==> config.mk <==
export PLATFORM = sky130hd
export DESIGN_NAME = rgmii_tx_speed_ctrl
export DESIGN_NICKNAME = d
export VERILOG_FILES = /design/src/rtl/rgmii_tx_speed_ctrl.sv
export SDC_FILE = /design/constraint.sdc
export NUM_CORES = 1
export LEC_CHECK = 0
export BUFFER_PORTS_ARGS = -buffer_cell sky130_fd_sc_hd__buf_4
export CORE_ASPECT_RATIO = 1.1
export CORE_MARGIN = 2
export CORE_UTILIZATION = 56
export CTS_CLUSTER_SIZE = 30
export DETAILED_ROUTE_END_ITERATION = 7
export PLACE_DENSITY_LB_ADDON = 0.05
export SLEW_MARGIN = 20
export SYNTH_ARGS = -nofsm -noshare
export SYNTH_HDL_FRONTEND = slang
export SYNTH_SLANG_ARGS = --single-unit
export TNS_END_PERCENT = 5
==> constraint.sdc <==
create_clock -name fabric_clk -period 3.3 [get_ports fabric_clk]
set_input_delay 0.165 -clock fabric_clk [delete_from_list [all_inputs] [get_ports fabric_clk]]
set_output_delay 0.165 -clock fabric_clk [all_outputs]
set_load 0.01 [all_outputs]
==> src/rtl/rgmii_tx_speed_ctrl.sv <==
`timescale 1ns / 1ps
// -----------------------------------------------------------------------------
// rgmii_tx_speed_ctrl
//
// Classifies the measured RGMII RX clock frequency as 10M / 100M / 1000M,
// debounces the result over STABLE_COUNT measurement windows, and once locked
// generates the TX clock level and data-present strobe for that speed from the
// 125 MHz fabric clock.
//
// Optional feature: define RGMII_TX_SPEED_FORCE_EN to add a manual speed
// override (force_en / force_speed). Without it the block is purely automatic.
//
// Ports:
//   fabric_clk     in   125 MHz fabric clock (only clock)
//   rst            in   asynchronous active-high reset
//   rgmii_freq_hz  in   measured RX clock frequency, Hz
//   freq_valid     in   one-cycle strobe: new rgmii_freq_hz value
//   force_en       in   (RGMII_TX_SPEED_FORCE_EN only) override enable
//   force_speed    in   (RGMII_TX_SPEED_FORCE_EN only) override speed
//   link_speed     out  00 none, 01 10M, 10 100M, 11 1000M
//   speed_locked   out  high while locked
//   tx_gmii_mode   out  high at 1000M (TX clock forwarded from fabric_clk)
//   tx_clk_out     out  TX clock level for 10M / 100M
//   tx_data_en     out  one-cycle strobe: TX data presented
// -----------------------------------------------------------------------------
module rgmii_tx_speed_ctrl #(
   parameter int TOL_PCT      = 4,
   parameter int STABLE_COUNT = 3
) (
   input  logic        fabric_clk,
   input  logic        rst,
   input  logic [31:0] rgmii_freq_hz,
   input  logic        freq_valid,
`ifdef RGMII_TX_SPEED_FORCE_EN
   input  logic        force_en,
   input  logic [1:0]  force_speed,
`endif
   output logic [1:0]  link_speed,
   output logic        speed_locked,
   output logic        tx_gmii_mode,
   output logic        tx_clk_out,
   output logic        tx_data_en
);

   localparam logic [1:0] SPD_NONE = 2'b00;
   localparam logic [1:0] SPD_10   = 2'b01;
   localparam logic [1:0] SPD_100  = 2'b10;
   localparam logic [1:0] SPD_1000 = 2'b11;

   // Acceptance bands, computed in 64-bit to avoid overflow of nominal * 104.
   localparam logic [63:0] LO_PCT  = 64'(100 - TOL_PCT);
   localparam logic [63:0] HI_PCT  = 64'(100 + TOL_PCT);
   localparam logic [63:0] G_LO64  = 64'd125_000_000 * LO_PCT / 64'd100;
   localparam logic [63:0] G_HI64  = 64'd125_000_000 * HI_PCT / 64'd100;
   localparam logic [63:0] M_LO64  = 64'd25_000_000 * LO_PCT / 64'd100;
   localparam logic [63:0] M_HI64  = 64'd25_000_000 * HI_PCT / 64'd100;
   localparam logic [63:0] K_LO64  = 64'd2_500_000 * LO_PCT / 64'd100;
   localparam logic [63:0] K_HI64  = 64'd2_500_000 * HI_PCT / 64'd100;
   localparam logic [31:0] G_LO    = G_LO64[31:0];
   localparam logic [31:0] G_HI    = G_HI64[31:0];
   localparam logic [31:0] M_LO    = M_LO64[31:0];
   localparam logic [31:0] M_HI    = M_HI64[31:0];
   localparam logic [31:0] K_LO    = K_LO64[31:0];
   localparam logic [31:0] K_HI    = K_HI64[31:0];

   localparam int          CNT_W    = ($clog2(STABLE_COUNT + 1) < 1) ? 1 : $clog2(STABLE_COUNT + 1);
   localparam logic [31:0] STABLE_U = 32'(STABLE_COUNT);

   localparam logic [5:0]  DIV_LIM_100 = 6'd4;
   localparam logic [5:0]  DIV_LIM_10  = 6'd49;
   localparam logic [5:0]  DIV_HI_100  = 6'd2;
   localparam logic [5:0]  DIV_HI_10   = 6'd24;

   typedef enum logic [1:0] {
      NO_LINK   = 2'd0,
      CANDIDATE = 2'd1,
      LOCKED    = 2'd2
   } state_t;

   function automatic logic [1:0] classify(input logic [31:0] f);
      if (f >= G_LO && f <= G_HI)      return SPD_1000;
      else if (f >= M_LO && f <= M_HI) return SPD_100;
      else if (f >= K_LO && f <= K_HI) return SPD_10;
      else                             return SPD_NONE;
   endfunction

   state_t           state;
   logic [1:0]       cand;
   logic [CNT_W-1:0] cnt;
   logic [CNT_W-1:0] miss;
   logic [1:0]       fsm_spd;     // speed the FSM is locked at, 00 when not locked

   logic [1:0]       cls;
   logic             lock_evt;
   logic             drop_evt;
   logic [1:0]       fsm_spd_nxt;

   logic [5:0]       div;
   logic [5:0]       div_nxt;
   logic [5:0]       div_lim;
   logic [1:0]       eff_spd;
   logic             restart;

   assign cls = classify(rgmii_freq_hz);

   // The strobe that completes the count; with STABLE_COUNT <= 1 the first
   // valid class locks straight from NO_LINK.
   always_comb begin
      lock_evt = 1'b0;
      drop_evt = 1'b0;
      if (freq_valid && cls != SPD_NONE) begin
         if (state == NO_LINK && STABLE_U <= 32'd1)
            lock_evt = 1'b1;
         if (state == CANDIDATE && cls == cand && (32'(cnt) + 32'd1) >= STABLE_U)
            lock_evt = 1'b1;
      end
      if (freq_valid && state == LOCKED && cls != fsm_spd && (32'(miss) + 32'd1) >= STABLE_U)
         drop_evt = 1'b1;
   end

   assign fsm_spd_nxt = lock_evt ? cls : (drop_evt ? SPD_NONE : fsm_spd);

   // Debounce FSM
   always_ff @(posedge fabric_clk or posedge rst) begin
      if (rst) begin
         state   <= NO_LINK;
         cand    <= SPD_NONE;
         cnt     <= '0;
         miss    <= '0;
         fsm_spd <= SPD_NONE;
      end else if (freq_valid) begin
         case (state)
            NO_LINK: begin
               if (cls != SPD_NONE) begin
                  if (lock_evt) begin
                     state   <= LOCKED;
                     fsm_spd <= cls;
                     cnt     <= '0;
                     miss    <= '0;
                  end else begin
                     state <= CANDIDATE;
                     cand  <= cls;
                     cnt   <= CNT_W'(1);
                  end
               end
            end
            CANDIDATE: begin
               if (cls == SPD_NONE) begin
                  state <= NO_LINK;
                  cnt   <= '0;
               end else if (cls == cand) begin
                  if (lock_evt) begin
                     state   <= LOCKED;
                     fsm_spd <= cand;
                     cnt     <= '0;
                     miss    <= '0;
                  end else begin
                     cnt <= cnt + CNT_W'(1);
                  end
               end else begin
                  cand <= cls;
                  cnt  <= CNT_W'(1);
               end
            end
            LOCKED: begin
               if (cls == fsm_spd) begin
                  miss <= '0;
               end else if (drop_evt) begin
                  state   <= NO_LINK;
                  fsm_spd <= SPD_NONE;
                  miss    <= '0;
                  cnt     <= '0;
               end else begin
                  miss <= miss + CNT_W'(1);
               end
            end
            default: begin
               state   <= NO_LINK;
               fsm_spd <= SPD_NONE;
            end
         endcase
      end
   end

`ifdef RGMII_TX_SPEED_FORCE_EN
   logic forcing;
   logic forcing_q;
   assign forcing = force_en && (force_speed != SPD_NONE);

   always_ff @(posedge fabric_clk or posedge rst) begin
      if (rst) forcing_q <= 1'b0;
      else     forcing_q <= forcing;
   end
`endif

   // Effective speed for the next cycle. Any change of speed (including the
   // entry to lock, which is a change from 00) restarts the divider at 0.
   always_comb begin
      eff_spd = fsm_spd_nxt;
      restart = 1'b0;
`ifdef RGMII_TX_SPEED_FORCE_EN
      if (forcing)
         eff_spd = force_speed;
      if (forcing_q && !forcing)
         restart = 1'b1;
`endif
      if (eff_spd != link_speed)
         restart = 1'b1;
      case (eff_spd)
         SPD_100: div_lim = DIV_LIM_100;
         SPD_10:  div_lim = DIV_LIM_10;
         default: div_lim = 6'd0;
      endcase
      if (eff_spd == SPD_NONE || restart || div >= div_lim)
         div_nxt = 6'd0;
      else
         div_nxt = div + 6'd1;
   end

   // Registered TX outputs, all derived from the next-cycle divider phase
   always_ff @(posedge fabric_clk or posedge rst) begin
      if (rst) begin
         div          <= 6'd0;
         link_speed   <= SPD_NONE;
         speed_locked <= 1'b0;
         tx_gmii_mode <= 1'b0;
         tx_clk_out   <= 1'b0;
         tx_data_en   <= 1'b0;
      end else begin
         div          <= div_nxt;
         link_speed   <= eff_spd;
         speed_locked <= (eff_spd != SPD_NONE);
         tx_gmii_mode <= (eff_spd == SPD_1000);
         case (eff_spd)
            SPD_1000: begin
               tx_clk_out <= 1'b0;
               tx_data_en <= 1'b1;
            end
            SPD_100: begin
               tx_clk_out <= (div_nxt <= DIV_HI_100);
               tx_data_en <= (div_nxt == 6'd0);
            end
            SPD_10: begin
               tx_clk_out <= (div_nxt <= DIV_HI_10);
               tx_data_en <= (div_nxt == 6'd0);
            end
            default: begin
               tx_clk_out <= 1'b0;
               tx_data_en <= 1'b0;
            end
         endcase
      end
   end

endmodule

==> impl_metrics.toml <==
[timing]
finalSetupTns_ps = -3140
rsz0062_at_grt = "yes"
relSlewSlack_pct = 45.8
layout_setup_ws_ps = -411
hold_viol = 0
timing.fmax_ghz = 0.269
worstMarginPinSlew_ps = 812
fin_crit_ps = 3710
fin_worst_skew_ps = 10.2
fin_crit_sh_pct = 112
setup_violations = 8
final_max_slew_viol_count = 0

[pwr]
swShare_pct = 30.0
p_seq_share_pct = 35.8
power.total_uw = 835
power_density_nw_per_um2 = 267
p_clk_share_pct = 30.4
p_int_uw = 584
static-leakage-power_uw = 0.00143
ir_drop_v = 0.000173
pwr-share-comb_pct = 33.8
switching_power_uw = 251

[clocking]
insertion_delay_ps = 270
cts_made_buffers = 3
root_buffer = "clkbuf_8"
cts.htree.levels = 1
clk_pin_slew_ps = 90
cts_buffer_depth = 2
cts_hold_buffers = 0
clock_sinks = 22
cts_tree = "done"

[die]
die-height_um = 69.9
die_w_um = 63.9
core-area_sq_um = 3710
rows = 23
io_pins = 41
dieArea_sq_um = 4460
start_util_pct = 59.5

[place]
gp_congestion = 0.949
dp_hpwl_mm = 4.78
place_area_sq_um = 2990
place_inst = 400
port_buffers = 40

[setup_path]
r2r_start = "state[0]"
worstSetupPathType = "input pin to register"
critPathLaunch = "rgmii_freq_hz[14]"
cp.required_ps = 3510
cp-start-kind = "input pin"
critPathMaxFanout = 7
critical_path_arrival_ps = 3930
endpoint_kind = "register"

[final_layout]
synthToLayoutAreaGrowth_pct = 41.5
n_fill_cell = 221
stdcell_area_sq_um = 3130
nets = 411
num_antenna_cells = 0
final_cells = 405
layout-drive-gt1-share_pct = 37.7
final_util_pct = 84.2

[grt]
grt_max_degree = 23
grt_util_all_layers_pct = 28.9
grt_pass1_wl_mm = 10.4
grt_antenna_before_repair = 0
grt_overflow_total = 0
first_global_vias = 2376

[synthesis]
yosys_most_used_dff = "dfrtp_1"
syn_inst = 262
ys_seq_area_share_pct = 24.9
synth_area_leader_cell = "dfrtp_1"
postSynthAreaPerCell_sq_um = 8.43
synth.area.top_cells = "dfrtp_1, ha_1, inv_1"
synth_nets = 317
yosys_warnings = 0
async_flop_share_pct = 100
synth_edf_count = 0
yosysUniqueCellTypes = 62
synth_top_area_share_pct = 24.9
synth_area_sq_um = 2210
synth_seq_cells = 22

[routing]
drc = 0
postRouteAntennaNets = 0
first_iter_violations = 189
num_vias = 2371
postRouteWirelength_mm = 5.92
viasPerCell = 5.85
drtPass1Iterations = 4
post_drt_wl_per_cell_um = 14.6

[outcome]
violations = "negative setup slack"
status = "complete, but fails checks"

[hold_path]
worstHoldPathType = "input pin to async pin"

[job]
cap_violations = 0
state kept, by name (all words and copies together) (netlist names):
name,flops
tx_data_en,1
tx_clk_out,1
cnt,2
tx_gmii_mode,1
state,2
div,6
fsm_spd,2
cand,2
link_speed,2
speed_locked,1
miss,2
synthesized netlist by cell type, types with 2 or more instances:
| library cell | instances |
|---|---|
| a211oi_1 | 3 |
| a21oi_1 | 12 |
| a22o_1 | 4 |
| a31oi_1 | 4 |
| and2_1 | 8 |
| and3_1 | 5 |
| clkbuf_1 | 6 |
| dfrtp_1 | 22 |
| ha_1 | 20 |
| inv_1 | 21 |
| mux2_1 | 2 |
| mux2_2 | 7 |
| nand2_1 | 18 |
| nand2b_1 | 3 |
| nand3_1 | 10 |
| nand4_1 | 5 |
| nand4b_1 | 2 |
| nor2_1 | 20 |
| nor2b_1 | 4 |
| nor3_1 | 10 |
| nor4_1 | 6 |
| o211ai_1 | 6 |
| o21ai_0 | 12 |
| o31a_1 | 2 |
| or2_2 | 2 |
| or3_1 | 5 |
| or4_1 | 3 |
| or4_4 | 2 |
| xnor2_1 | 4 |
| xor2_1 | 2 |
logic make-up after synthesis:
kind of cell	share of synthesized area [%]
XOR/XNOR	3.62
multiplexers	5.04
flip-flops	24.9
adder cells (fa/ha/maj)	11.3
buffers and inverters	4.87
AND/OR/NAND/NOR	27.2
AO/OA/AOI/OAI	23.0
what timing repair did:
| action | CTS | global route |
|---|---|---|
| gates resized for setup | 3 | 8 |
| setup buffers | 1 | 0 |
| endpoints found under the setup margin | 8 | 10 |
| pin swaps | 6 | 7 |
path summary, 6_finish.rpt:
path	to	slack, ps	cells after the start
worst min-delay path	tx_gmii_mode	50	2
worst max-delay path	div[2]	-410	17
min in group fabric_clk	state[1]	440	5
worst min register to register	cnt[0]	550	1
worst max register to register	div[2]	120	13
max in group asynchronous	fsm_spd[0]	2740	2
area by class of cell:
class | instances | area (sq um) | area share [%]
clock buffer | 3 | 41.3 | 1.32
timing repair buffer | 95 | 713 | 22.8
clock inverter | 1 | 30.0 | 0.960
tap | 50 | 62.6 | 2.00
sequential | 22 | 551 | 17.6
multi-input combinational | 212 | 1640 | 52.6
inverter | 22 | 85.1 | 2.72
power by group through the flow:
stage                     Sequential (uW)  Clock (uW)  Combinational (uW)
final                                 299         254                 282
after floorplan                       302           0                 149
after global routing                  301         268                 310
after detailed placement              304           0                 273
after CTS                             299         253                 277
after global placement                303           0                 267
per-layer routing:
metal	part of all wire (%)	up-vias	global-route usage, %
li1	-	1159	-
met1	41	1114	36.4
met2	52	83	51.4
met3	4.9	15	2.90
met4	2.1	0	8.94
met5	0	-	0
critical path: stages:
cell and delay [ps]:
buf_4 110, or3b_1 390, or2_1 240, or4_4 530
nand3_4 100, a21oi_4 80, a221oi_4 320, o211ai_1 150
and3_4 230, ha_4 160, ha_1 270, o31a_1 240
o31a_1 250, o21ai_2 130, nand2_2 90, a211oi_4 310
and2_1 180
cells in the final DEF, fill, tap and decap left out, types with 3 or more instances in the layout:
master / instances
nand2b_1: 3
a31oi_1: 4
a21oi_1: 12
and3_1: 4
nor2_1: 20
or3_1: 5
mux2_2: 7
a22o_1: 4
nor3_1: 10
or4_4: 3
and2_1: 8
o21ai_0: 11
inv_1: 19
buf_4: 95
o211ai_1: 6
a211oi_1: 3
nand2_1: 17
clkbuf_8: 3
ha_1: 18
nor4_1: 4
nand3_1: 10
nand4_1: 5
xnor2_1: 4
nor2b_1: 4
dfrtp_1: 22
metrics by stage:
step	setup slack (ps)	hold slack, ps
detailed placement	-783	368
global route	-600	142
CTS	-390	78.7
finish	-411	47.6
floorplan	-486	154
global placement	-677	358
Note: power is estimated with default switching activity, not from simulation.
